$ cat src/rtl/uart_tx_arbiter.sv
// uart_tx_arbiter: four-requester round-robin front end for a single UART
// transmitter. One byte is in flight at a time; a stuck transmitter is
// abandoned after TIMEOUT cycles and flagged on a sticky o_timeout.
module uart_tx_arbiter #(
   parameter int unsigned TIMEOUT = 2000
) (
   input  logic        i_Clock,
   input  logic        i_Reset,
   input  logic [3:0]  i_req,
   input  logic [31:0] i_data,
   output logic [3:0]  o_ack,
   output logic        o_tx_dv,
   output logic [7:0]  o_tx_byte,
   input  logic        i_tx_active,
   input  logic        i_tx_done,
   output logic [1:0]  o_grant_id,
   output logic        o_busy,
   output logic        o_timeout
);

   typedef enum logic [1:0] {
      ST_IDLE      = 2'd0,
      ST_ISSUE     = 2'd1,
      ST_WAIT_DONE = 2'd2,
      ST_DRAIN     = 2'd3
   } state_t;

   // Last counter value allowed in WAIT_DONE before the transfer is abandoned.
   localparam logic [15:0] CNT_LAST = 16'(TIMEOUT - 32'd1);

   state_t      state_q, state_d;
   logic [15:0] cnt_q, cnt_d;
   logic [7:0]  byte_q, byte_d;
   logic [1:0]  grant_q, grant_d;
   logic [3:0]  ack_q, ack_d;
   logic        tx_dv_q, tx_dv_d;
   logic        busy_q, busy_d;
   logic        timeout_q, timeout_d;
   logic [2:0]  pick_s;

   // Round-robin search starting just after the last grant; bit 2 = found.
   function automatic logic [2:0] rr_pick(input logic [3:0] req, input logic [1:0] last);
      logic [2:0] pick;
      logic [1:0] cand;
      pick = 3'b000;
      cand = 2'd0;
      for (int i = 1; i <= 4; i++) begin
         cand = last + 2'(i);
         if (!pick[2] && req[cand]) begin
            pick = {1'b1, cand};
         end
      end
      return pick;
   endfunction

   // Winner candidate for the current request vector.
   always_comb begin
      pick_s = rr_pick(i_req, grant_q);
   end

   // Next-state and registered-output computation.
   always_comb begin
      state_d   = state_q;
      cnt_d     = cnt_q;
      byte_d    = byte_q;
      grant_d   = grant_q;
      timeout_d = timeout_q;
      tx_dv_d   = 1'b0;
      ack_d     = 4'b0000;
      case (state_q)
         ST_IDLE: begin
            if (pick_s[2] && !i_tx_active && !i_tx_done) begin
               state_d = ST_ISSUE;
               byte_d  = i_data[{pick_s[1:0], 3'b000} +: 8];
               grant_d = pick_s[1:0];
            end else begin
               state_d = ST_IDLE;
            end
         end
         ST_ISSUE: begin
            tx_dv_d = 1'b1;
            ack_d   = 4'b0001 << grant_q;
            cnt_d   = 16'd0;
            state_d = ST_WAIT_DONE;
         end
         ST_WAIT_DONE: begin
            cnt_d = cnt_q + 16'd1;
            if (i_tx_done) begin
               // A done in the timeout cycle still counts as a normal finish.
               state_d = ST_DRAIN;
            end else if (cnt_q == CNT_LAST) begin
               timeout_d = 1'b1;
               state_d   = ST_DRAIN;
            end else begin
               state_d = ST_WAIT_DONE;
            end
         end
         ST_DRAIN: begin
            // Hold off until the transmitter is quiet so a long done is not re-counted.
            if (i_tx_done || i_tx_active) begin
               state_d = ST_DRAIN;
            end else begin
               state_d = ST_IDLE;
            end
         end
         default: begin
            state_d = ST_IDLE;
            cnt_d   = 16'd0;
         end
      endcase
      busy_d = (state_d != ST_IDLE);
   end

   // State and output registers with asynchronous reset.
   always_ff @(posedge i_Clock or posedge i_Reset) begin
      if (i_Reset) begin
         state_q   <= ST_IDLE;
         cnt_q     <= 16'd0;
         byte_q    <= 8'h00;
         grant_q   <= 2'd3;
         ack_q     <= 4'b0000;
         tx_dv_q   <= 1'b0;
         busy_q    <= 1'b0;
         timeout_q <= 1'b0;
      end else begin
         state_q   <= state_d;
         cnt_q     <= cnt_d;
         byte_q    <= byte_d;
         grant_q   <= grant_d;
         ack_q     <= ack_d;
         tx_dv_q   <= tx_dv_d;
         busy_q    <= busy_d;
         timeout_q <= timeout_d;
      end
   end

   assign o_ack      = ack_q;
   assign o_tx_dv    = tx_dv_q;
   assign o_tx_byte  = byte_q;
   assign o_grant_id = grant_q;
   assign o_busy     = busy_q;
   assign o_timeout  = timeout_q;

endmodule

$ cat config.mk
export PLATFORM = sky130hd
export DESIGN_NAME = uart_tx_arbiter
export DESIGN_NICKNAME = d
export VERILOG_FILES = /design/src/rtl/uart_tx_arbiter.sv
export SDC_FILE = /design/constraint.sdc
export NUM_CORES = 1
export LEC_CHECK = 0
export BUFFER_PORTS_ARGS = -buffer_cell sky130_fd_sc_hd__buf_2
export CAP_MARGIN = 20
export CORE_UTILIZATION = 53
export CTS_BUF_LIST = sky130_fd_sc_hd__clkbuf_4 sky130_fd_sc_hd__clkbuf_8 sky130_fd_sc_hd__clkbuf_16
export DETAILED_ROUTE_END_ITERATION = 8
export PLACE_DENSITY_LB_ADDON = 0.15
export SYNTH_ARGS = -nofsm -noshare
export SYNTH_HDL_FRONTEND = slang
export SYNTH_SLANG_ARGS = --single-unit
$ cat constraint.sdc
create_clock -name i_Clock -period 3.5 [get_ports i_Clock]
set_input_delay 0 -clock i_Clock [delete_from_list [all_inputs] [get_ports i_Clock]]
set_output_delay 0 -clock i_Clock [all_outputs]
set_load 0.02 [all_outputs]
==> qor.csv <==
metric;value;unit
worstPathArrival;3.00;ns
cts_buffers;5;
critPathRequiredTime;3.64;ns
crit_path_cell_trace;inv_1 -> ha_1 -> inv_1 -> and4_1 -> o311a_1 -> a22oi_2 -> o221ai_1;
synth-async-reset-ratio;1.00;
dieArea;4410;µm²
hold_violations;0;
ys.flop_type;dfrtp_1;
ctsResizeCount;0;
rsz0062_at_grt;no;
holdPathStages;3;
wirelength;4.39;mm
dr.pass1.iters;4;
yosysWarnings;0;
clock_latency;0.28;ns
hold_class;in2reg;
final_cells;328;
die_h;66.4;µm
synth_cells;224;
yosysUniqueCellTypes;50;
wl_per_cell;13.4;µm
cts_tree;built;
dp_hpwl;3.14;mm
vias_per_cell;5.46;
synth_edf_count;0;
drive_above_1_share;0.273;
slew_headroom;0.510;
clock.fmax;0.350;GHz
drc_errors;0;
critPathMaxStageDelay;0.64;ns
cts_root_buf;clkbuf_8;
clk_pin_slew;0.07;ns
rows;23;
drtIter0Drc;85;
max-clock-path-buffers;2;
leakage;1.30;nW
path_max_fanout;14;
mostFrequentLayoutCell;buf_2;
grt_max_degree;36;
ff2ff_path_depth;7;
grt_usage;0.227;
grt_pass1_wl;7.54;mm
synth.avg_cell_area;9.81;µm²
grt_pass1_vias;1724;
worst_pin_slew;0.728;ns
start_util;0.550;
fillers;339;
finalCriticalPeriod;2.85;ns
setup-tns-final;0;ns
drv_cap;0;
cp-start-kind;flop;
die_w;66.4;µm
core-area;4000;µm²
critical_path_class;reg2reg;
ant_nets;0;
ir_drop;0.547;mV
dp_cells;319;
io_pins;57;
io_buffers;56;
powerDensity;759;nW/µm²
nNetsFinal;327;
grt-ovfl-total;0;
ys_ff_latch;35;
seq_area_frac_synth;0.400;
cpMostUsedCell;inv_1;
vias;1792;
post-route-period-util;0.815;
synth_area;2200;µm²
final_cell_mix;56 x buf_2, 33 x dfrtp_1, 22 x mux2i_1, 22 x nand2_1, 19 x nor2_1;
status;finished, final reports clean;
critPathSlowestCell;dfstp_2;
gp_congestion;0.841;
synth_fp_nets;274;
htreeDepth;2;
skew;0.00531;ns
cp-end-kind;flop;
setup_viol;0;
numClockSinks;35;
areaGrowthSynthToFinish;18.2;%
antenna_found_initial;0;
slew_violations;0;
diodes;0;
[routing by layer]
| layer | GRT usage | share of wire |
|---|---|---|
| met5 | 0 | 0 |
| met4 | 0.0851 | 0.018 |
| met3 | 0.0569 | 0.037 |
| met2 | 0.370 | 0.46 |
| met1 | 0.289 | 0.49 |
[where the power goes]
| group | total [W] | internal, W | switching, W | leakage [nW] |
|---|---|---|---|---|
| clock network | 0.000321 | 0.000179 | 0.000142 | 0.0505 |
| logic | 0.00107 | 0.000438 | 0.000636 | 0.791 |
| registers | 0.000577 | 0.000510 | 0.0000672 | 0.462 |
| total | 0.00197 | 0.00113 | 0.000846 | 1.30 |
[final cells by class]
cell class                      count  area, µm²  area share
Inverter                           11       41.3      0.0159
Timing Repair Buffer               59        305       0.117
Tap cell                           50       62.6      0.0241
Multi-Input combinational cell    165       1210       0.465
Clock buffer                        7       96.3      0.0371
Clock inverter                      1       7.51     0.00289
Sequential cell                    35        878       0.338
[synthesized netlist by cell type, types with 3 or more instances]
library cell | n | area share
o221ai_1 | 10 | 0.040
buf_2 | 3 | 0.0068
dfrtp_1 | 33 | 0.38
nor2b_1 | 3 | 0.0085
nand3_1 | 9 | 0.020
and2_1 | 4 | 0.011
clkbuf_1 | 7 | 0.012
mux2i_1 | 22 | 0.10
nor4_1 | 4 | 0.011
inv_1 | 11 | 0.019
and3_1 | 4 | 0.011
nor2_1 | 19 | 0.032
ha_1 | 10 | 0.057
nand2_1 | 22 | 0.038
xor2_1 | 8 | 0.032
a21oi_1 | 3 | 0.0068
xnor2_1 | 3 | 0.012
o21ai_0 | 9 | 0.020
[timing repair]
action                    CTS  global route
hold endpoints to repair   33             0
hold buffers                1             0
setup buffers               0             0
[through the flow]
step | utilization | hold slack, ns | area [µm²] | power (W) | worst slack [ns]
floorplan | - | 0.153 | 2200 | 0.00145 | 0.836
global placement | 0.621 | 0.119 | 2480 | 0.00163 | 0.746
detailed placement | 0.621 | 0.128 | 2480 | 0.00165 | 0.644
CTS | 0.650 | 0.0100 | 2600 | 0.00199 | 0.663
global route | 0.650 | 0.0379 | 2600 | 0.00213 | 0.467
finish | 0.650 | 0.0224 | 2600 | 0.00197 | 0.646
[sequential cells by signal, indices dropped and copies added (netlist names)]
signal      count
cnt_q          16
o_tx_byte       8
o_timeout       1
state_q         2
o_grant_id      2
o_tx_dv         1
o_ack           4
o_busy          1
[path summary, 6_finish.rpt]
kind	start	end	slack (ns)
min in group asynchronous	i_Reset	o_tx_byte[4]	0.35
min reg2reg	o_timeout	o_timeout	0.48
max reg2reg	o_grant_id[1]	o_tx_byte[4]	0.65
min	i_data[14]	o_tx_byte[6]	0.02
max	o_grant_id[1]	o_tx_byte[4]	0.65
max in group asynchronous	i_Reset	o_grant_id[0]	2.81
[cell families after synthesis]
| logic type | count (synthesis) | share of synthesized area |
|---|---|---|
| buffers and inverters | 24 | 0.0512 |
| adders and majority gates | 10 | 0.0569 |
| AOI/OAI and AO/OA | 39 | 0.133 |
| and+or+nand+nor | 80 | 0.188 |
| DFF | 35 | 0.400 |
| xor gates and xnor gates | 11 | 0.0438 |
| muxes | 25 | 0.127 |
[critical path, delay by kind of cell (launching register included)]
family          cells  cell delay, ns
compound gates      3            1.01
fa+ha+maj           1            0.57
buf+inv             2            0.28
flops               1            0.64
simple gates        1            0.22
Power figures use the tool's default switching activity.
